[src/rtl/arb_pkg.sv]
// Shared definitions for the fixed-priority arbiter and its requester agents.
package arb_pkg;

  localparam int NUM_REQ    = 4;
  localparam int BUS_DATA_W = 8;

  typedef enum logic [1:0] {
    IDLE = 2'd0,
    REQ  = 2'd1,
    XFER = 2'd2,
    GAP  = 2'd3
  } arb_state_e;

endpackage

[src/rtl/arb_req_timer.sv]
// Loadable down-counter that stops at zero. The requester uses it to time
// the req-low gap after a burst.
module arb_req_timer #(
  parameter int W = 8
) (
  input  logic         clk,
  input  logic         reset,
  input  logic         load,
  input  logic [W-1:0] load_val,
  output logic         zero
);

  logic [W-1:0] cnt_q;

  always_ff @(posedge clk) begin
    if (reset) begin
      cnt_q <= '0;
    end else if (load) begin
      cnt_q <= load_val;
    end else if (cnt_q != '0) begin
      cnt_q <= cnt_q - 1'b1;
    end
  end

  assign zero = (cnt_q == '0);

endmodule

[src/rtl/arb_requester.sv]
// Requester agent: takes a burst command, requests the bus, streams len+1
// beats while granted, then holds req low for a minimum gap.
module arb_requester
  import arb_pkg::*;
#(
  parameter int DATA_W     = BUS_DATA_W,
  parameter int LEN_W      = 4,
  parameter int TO_W       = 8,
  parameter int TIMEOUT    = 255,
  parameter int GAP_CYCLES = 1
) (
  input  logic              clk,
  input  logic              reset,
  input  logic              cmd_valid,
  input  logic [LEN_W-1:0]  cmd_len,
  output logic              cmd_ready,
  input  logic              src_valid,
  input  logic [DATA_W-1:0] src_data,
  output logic              src_ready,
  output logic              req,
  input  logic              gnt,
  output logic              bus_valid,
  output logic [DATA_W-1:0] bus_data,
  output logic              bus_last,
  output logic              busy,
  output logic              timeout_err,
  output logic              gnt_lost
);

  localparam logic [TO_W-1:0] TO_LIM = TO_W'(TIMEOUT);

  arb_state_e        state_q, state_d;
  logic [LEN_W-1:0]  len_q, len_d;
  logic [LEN_W-1:0]  beat_cnt_q, beat_cnt_d;
  logic [TO_W-1:0]   to_cnt_q, to_cnt_d;
  logic              req_q, req_d;
  logic              bus_valid_q, bus_valid_d;
  logic [DATA_W-1:0] bus_data_q, bus_data_d;
  logic              bus_last_q, bus_last_d;
  logic              timeout_err_q, timeout_err_d;
  logic              gnt_lost_q, gnt_lost_d;
  logic              gap_load;
  logic              gap_zero;
  logic              accept;
  logic [TO_W-1:0]   to_inc;

  arb_req_timer #(.W(8)) u_gap_timer (
    .clk      (clk),
    .reset    (reset),
    .load     (gap_load),
    .load_val (8'(GAP_CYCLES)),
    .zero     (gap_zero)
  );

  assign cmd_ready = (state_q == IDLE) & ~reset;
  assign src_ready = (state_q == XFER) & gnt & ~reset;
  assign accept    = src_valid & src_ready;
  // Saturating increment keeps the counter from wrapping when TIMEOUT is 0.
  assign to_inc    = (to_cnt_q == '1) ? to_cnt_q : to_cnt_q + 1'b1;

  always_comb begin
    state_d       = state_q;
    len_d         = len_q;
    beat_cnt_d    = beat_cnt_q;
    to_cnt_d      = to_cnt_q;
    req_d         = req_q;
    bus_valid_d   = 1'b0;
    bus_data_d    = bus_data_q;
    bus_last_d    = 1'b0;
    timeout_err_d = 1'b0;
    gnt_lost_d    = 1'b0;
    gap_load      = 1'b0;
    case (state_q)
      IDLE: begin
        if (cmd_valid) begin
          len_d      = cmd_len;
          beat_cnt_d = '0;
          to_cnt_d   = '0;
          req_d      = 1'b1;
          state_d    = REQ;
        end
      end
      REQ: begin
        if (gnt) begin
          state_d = XFER;
        end else begin
          to_cnt_d = to_inc;
          if (TIMEOUT != 0 && to_inc == TO_LIM) begin
            state_d       = GAP;
            req_d         = 1'b0;
            timeout_err_d = 1'b1;
            gap_load      = 1'b1;
          end
        end
      end
      XFER: begin
        if (!gnt) begin
          state_d    = GAP;
          req_d      = 1'b0;
          gnt_lost_d = 1'b1;
          gap_load   = 1'b1;
        end else if (accept) begin
          bus_valid_d = 1'b1;
          bus_data_d  = src_data;
          bus_last_d  = (beat_cnt_q == len_q);
          if (beat_cnt_q == len_q) begin
            state_d  = GAP;
            req_d    = 1'b0;
            gap_load = 1'b1;
          end else begin
            beat_cnt_d = beat_cnt_q + 1'b1;
          end
        end
      end
      GAP: begin
        // Wait out the stale grant so the arbiter sees us idle.
        if (gap_zero && !gnt) begin
          state_d = IDLE;
        end
      end
      default: state_d = IDLE;
    endcase
  end

  always_ff @(posedge clk) begin
    if (reset) begin
      state_q       <= IDLE;
      len_q         <= '0;
      beat_cnt_q    <= '0;
      to_cnt_q      <= '0;
      req_q         <= 1'b0;
      bus_valid_q   <= 1'b0;
      bus_data_q    <= '0;
      bus_last_q    <= 1'b0;
      timeout_err_q <= 1'b0;
      gnt_lost_q    <= 1'b0;
    end else begin
      state_q       <= state_d;
      len_q         <= len_d;
      beat_cnt_q    <= beat_cnt_d;
      to_cnt_q      <= to_cnt_d;
      req_q         <= req_d;
      bus_valid_q   <= bus_valid_d;
      bus_data_q    <= bus_data_d;
      bus_last_q    <= bus_last_d;
      timeout_err_q <= timeout_err_d;
      gnt_lost_q    <= gnt_lost_d;
    end
  end

  assign req         = req_q;
  assign bus_valid   = bus_valid_q;
  assign bus_data    = bus_data_q;
  assign bus_last    = bus_last_q;
  assign busy        = (state_q != IDLE);
  assign timeout_err = timeout_err_q;
  assign gnt_lost    = gnt_lost_q;

endmodule

[config.mk]
export PLATFORM = sky130hd
export DESIGN_NAME = arb_requester
export DESIGN_NICKNAME = d
export VERILOG_FILES = /design/src/rtl/arb_pkg.sv /design/src/rtl/arb_req_timer.sv /design/src/rtl/arb_requester.sv
export SDC_FILE = /design/constraint.sdc
export NUM_CORES = 1
export LEC_CHECK = 0
export ABC_AREA = 1
export BUFFER_PORTS_ARGS = -buffer_cell sky130_fd_sc_hd__buf_2
export CAP_MARGIN = 15
export CORE_UTILIZATION = 45
export DETAILED_ROUTE_END_ITERATION = 6
export HOLD_SLACK_MARGIN = 0.08
export PLACE_DENSITY = 0.63
export SETUP_SLACK_MARGIN = 0.4
export SKIP_CTS_REPAIR_TIMING = 1
export SYNTH_ARGS = -nofsm -noshare
export SYNTH_HDL_FRONTEND = slang
export SYNTH_SLANG_ARGS = --single-unit
[constraint.sdc]
create_clock -name clk -period 4.51 [get_ports clk]
set_clock_uncertainty 0.05 [all_clocks]
set_input_delay 1.1275 -clock clk [delete_from_list [all_inputs] [get_ports clk]]
set_output_delay 1.1275 -clock clk [all_outputs]
set_load 0.005 [all_outputs]
## After elaboration in Yosys (flattened, before gate mapping)

Cells that the tools add are included.

| word-level totals | value |
|---|---|
| register bits | 39 |
| input bits | 17 |
| output and inout bits | 16 |
| logic and storage cells | 95 |

| operators by class | value |
|---|---|
| add/sub/neg operators | 3 |
| equal/unequal tests | 16 |
| muxes and demuxes | 34 |
| bitwise gates (word level) | 9 |
| reductions and logical operators | 21 |

Operators with widths:

| cell | count |
|---|---|
| $mux W8 | 3 |
| $eq A8 B8 Y1 const B | 2 |
| $mux W4 | 4 |
| $pmux W8 S2 | 1 |
| $mux W1 | 15 |
| $mux W2 | 7 |
| $ne A2 B2 Y1 const B | 7 |
| $reduce_and A5 Y1 | 2 |
| $add A8 B1 Y8 const B | 1 |
| $logic_not A8 Y1 | 1 |
| $pmux W2 S4 | 1 |
| $pmux W4 S2 | 1 |
| $reduce_bool A2 Y1 | 4 |
| $reduce_bool A8 Y1 | 1 |
| $sub A8 B1 Y8 const B | 1 |
| $ne A3 B3 Y1 const B | 2 |
| $reduce_and A3 Y1 | 2 |
| $reduce_and A6 Y1 | 1 |
| $reduce_or A2 Y1 | 3 |
| $not A1 Y1 | 5 |
| $add A4 B1 Y4 const B | 1 |
| $and A1 B1 Y1 | 4 |
| $eq A2 B2 Y1 const B | 2 |
| $eq A4 B4 Y1 | 1 |
| 11 further kinds | 11 |

## Longest topological paths before layout

| depth | value |
|---|---|
| depth in word-level cells | 8 |
| gate-level depth with buffers | 14 |
| mapped depth without buffers | 14 |

## Modules after synthesis

From an unflattened synthesis, not the netlist that was laid out.

| unflattened totals | value |
|---|---|
| cells, all modules | 311 |
| area, all modules | 2133.3 µm² |

Modules (own cells, without submodules):

| module | times used | cells each | area each (µm²) |
|---|---|---|---|
| arb_requester | 1 | 241 | 1660.3 |
| arb_req_timer | 1 | 70 | 473.0 |

## Worst setup path after synthesis

OpenSTA, ideal clock, no wires.

| path | value |
|---|---|
| path type | in2out |
| from | input reset |
| to | output cmd_ready |
| data arrival time | 1.470 ns |
| data required time | 3.333 ns |
| setup slack | 1.863 ns |
| cell stages on the path | 2 |
| buffers on the path | 1 |
| path through | clkbuf_1 -> nor2_1 |

| between the ends | value |
|---|---|
| cells in the longest elaborated chain, start to end | 2 |

RTL lines:

| item | line | source |
|---|---|---|
| start, declared | arb_requester.sv:13 | `input logic reset,` |
| $not A1 Y1 | arb_requester.sv:55 | `assign cmd_ready = (state_q == IDLE) & ~reset;` |
| $and A1 B1 Y1 | arb_requester.sv:55 |  |
| end, declared | arb_requester.sv:16 | `output logic cmd_ready,` |

Every way passes these cells.

## Final worst setup path

| path | value |
|---|---|
| from | input reset |
| to | output src_ready |

| between the ends | value |
|---|---|
| cells in the longest elaborated chain, start to end | 2 |

RTL lines:

| item | line | source |
|---|---|---|
| $not A1 Y1 | arb_requester.sv:56 | `assign src_ready = (state_q == XFER) & gnt & ~reset;` |
| $and A1 B1 Y1 | arb_requester.sv:56 |  |
| end, declared | arb_requester.sv:19 | `output logic src_ready,` |

Every way passes these cells.

==> flow_summary.yaml <==
logic_synthesis:
  ys_seq_elements: 39
  syn-num-nets: 321
  synthCells: 295
  seq_area_frac_synth_pct: 38.1
  synth.area.mux_share_pct: 0
  synth_top_family_by_area: "simple AND/OR/NAND/NOR gates"
  synth_xor_area_share_pct: 3.85
  synthAdderAreaFrac_pct: 5.49
  synth.distinct_cells: 27
  synth-simple-area-share_pct: 37.6
  synth_ff_type: "dfxtp_1"
  ys_warn_count: 0
  async_flop_share_pct: 0
  synthesis.area_um2: 2050
  synth_compound_area_share_pct: 8.00
  synth_edf_count: 0
  syn-mean-instance-area_um2: 6.95
worst_setup_path:
  critPathKind: "in -> out"
  crit_slowest_cell: "buf_2"
  cp.arrival_ps: 1630
  cp.buffers_inverters: 2
  critPathMaxFanout: 15
  critPathTopFamily: "buffers and inverters"
  worstPathCellList: "buf_2 > nor2_4 > buf_2"
  start_kind: "input port"
  max_stage_delay_ps: 280
  end_kind: "output port"
  cp.required_ps: 3330
  crit_top_cell: "buf_2"
route:
  drc: 0
  postRouteAntennaNets: 0
  drt_iter0_drc: 121
  routedWlPerCell_um: 10.6
  wl_um: 4060
  via_count: 1841
  avgViaCountPerCell: 4.79
  firstDrtPassIters: 4
outcome:
  status: "completed"
power_and_ir_drop:
  power.leakage_nw: 1.17
  total_power_mw: 1.25
  p_per_area_nw_per_um2: 525
  peakVddDrop_v: 0.000209
flow_run:
  cap_violations: 0
die:
  core_area_um2: 4350
  dieArea_um2: 4830
  ioPinCount: 33
  dieHeight_um: 69.5
  start_util_pct: 47.1
  dieWidth_um: 69.5
  rows: 24
global_routing:
  grt_pass1_wl_um: 7270
  grt_usage_pct: 18.6
  antenna_found_initial: 0
  grt_pass1_vias: 1675
  grt_max_degree: 19
  gr-total-overflow: 0
sta:
  clock.fmax_mhz: 356
  rsz0062_at_grt: "false"
  final-hold-violation-count: 0
  setup-tns-final_ps: 0
  final_period_minus_worst_setup_slack_ps: 2810
  final-setup-viol-count: 0
  timing.final.crit_share_pct: 62.3
  drv_slew: 0
  max_slew_margin_pct: 38.2
  worst_pin_slew_ps: 920
clock_tree:
  clk_pin_slew_ps: 70
  htreeDepth: 2
  clock-sinks: 39
  cts_root_buf: "clkbuf_8"
  cts_max_path_buffers: 2
  cts_made_buffers: 5
  clock_latency_ps: 290
  cts_tree: "yes"
finish:
  n_antenna_cell: 0
  syn2layout_area_growth_pct: 15.8
  finalNetCount: 357
  layout-drive-gt1-share_pct: 18.7
  instances_no_fill: 384
  fill_cells: 439
min_path:
  hp-class: "reg -> reg"
placed_design:
  io_buffers: 32
  dp_cells: 376
  gp_congestion: 0.791
  dp_hpwl_um: 3040
[synthesized netlist by cell type (2+ instances only)]
cell | count | area [um^2]
clkbuf_1 | 2 | 7.51
nor2_2 | 2 | 12.5
a211oi_1 | 2 | 15.0
o21ai_0 | 11 | 55.1
a21oi_1 | 15 | 75.1
nand2_1 | 76 | 285
dfxtp_1 | 39 | 781
nand2_4 | 2 | 22.5
inv_2 | 3 | 11.3
ha_1 | 9 | 113
inv_1 | 29 | 109
nor3_1 | 5 | 25.0
nand3_1 | 26 | 130
nand2_2 | 7 | 43.8
nor2_1 | 46 | 173
nor2_4 | 3 | 33.8
xor2_1 | 6 | 52.6
xnor2_1 | 3 | 26.3
[worst paths after layout]
kind / startpoint / end / slack [ps] / cells after the start
worst min register to register: bus_data[6] / bus_data[6] / 410 / 2
worst max-delay path: reset / src_ready / 1700 / 3
worst max register to register: state_q[0] / to_cnt_q[6] / 2300 / 7
worst min-delay path: bus_data[6] / bus_data[6] / 410 / 2
[worst min-delay path, stage by stage (launching register included)]
cell	delay (ps)
dfxtp_1	310
nand3_1	70
nand2_1	40
[metal layers]
layer | global-route usage, % | vias to the layer above | share of wire, %
met5 | 0 | - | 0
met1 | 24.4 | 789 | 50
met3 | 4.80 | 5 | 5.0
met4 | 6.80 | 0 | 1.6
met2 | 29.2 | 46 | 43
li1 | - | 1001 | -
[placed cells by master, fill, tap and decap left out]
cell / synthesis / routed
nand2_1: 76 / 76
nor2_1: 46 / 46
dfxtp_1: 39 / 39
buf_2: 0 / 32
inv_1: 29 / 29
nand3_1: 26 / 26
a21oi_1: 15 / 15
o21ai_0: 11 / 11
ha_1: 9 / 9
nand2_2: 7 / 7
xor2_1: 6 / 6
clkbuf_8: 0 / 6
nor3_1: 5 / 5
nor2_4: 3 / 3
inv_2: 3 / 3
xnor2_1: 3 / 3
nor2_2: 2 / 2
a211oi_1: 2 / 2
nand2_4: 2 / 2
nand4_1: 1 / 1
nand3_2: 1 / 1
or2_2: 1 / 1
clkinv_1: 1 / 1
nand4_2: 1 / 1
o211a_1: 1 / 1
nor3_2: 1 / 1
a21oi_2: 1 / 1
clkinv_2: 0 / 1
bufinv_16: 0 / 1
[cell type report]
type,count,area (um^2),area share [%]
tap,52,65.1,2.74
sequential,39,781,32.9
timing repair buffer,32,160,6.75
clock buffer,6,82.6,3.48
clock inverter,2,35.0,1.48
inverter,33,124,5.22
multi-input combinational,220,1130,47.4
[power breakdown]
group	internal [mW]	total, mW	switching [mW]
Sequential	0.409	0.467	0.0573
Combinational	0.189	0.477	0.289
Clock	0.179	0.303	0.124
[sequential cells by signal, indices dropped and copies added (netlist names)]
| register | count |
|---|---|
| len_q | 4 |
| bus_valid | 1 |
| u_gap_timer.cnt_q | 8 |
| gnt_lost | 1 |
| bus_data | 8 |
| req | 1 |
| state_q | 2 |
| beat_cnt_q | 4 |
| to_cnt_q | 8 |
| bus_last | 1 |
| timeout_err | 1 |
[kinds of logic (layout without fill, tap and decap cells)]
kind of cell    Yosys count  after routing
xor+xnor                  9              9
fa+ha+maj                 9              9
flops                    39             39
compound gates           30             30
simple gates            172            172
buf+inv                  36             73
[stage by stage]
step                utilization (%)  hold slack, ps  cell area (um^2)  setup slack [ps]
floorplan                         -             411              2050              1860
global placement               51.8             404              2260              1690
detailed placement             51.8             411              2260              1690
CTS                            54.5             422              2370              1680
global route                   54.5             449              2370              1650
finish                         54.5             414              2370              1700
(Power assumes the default switching activity.)
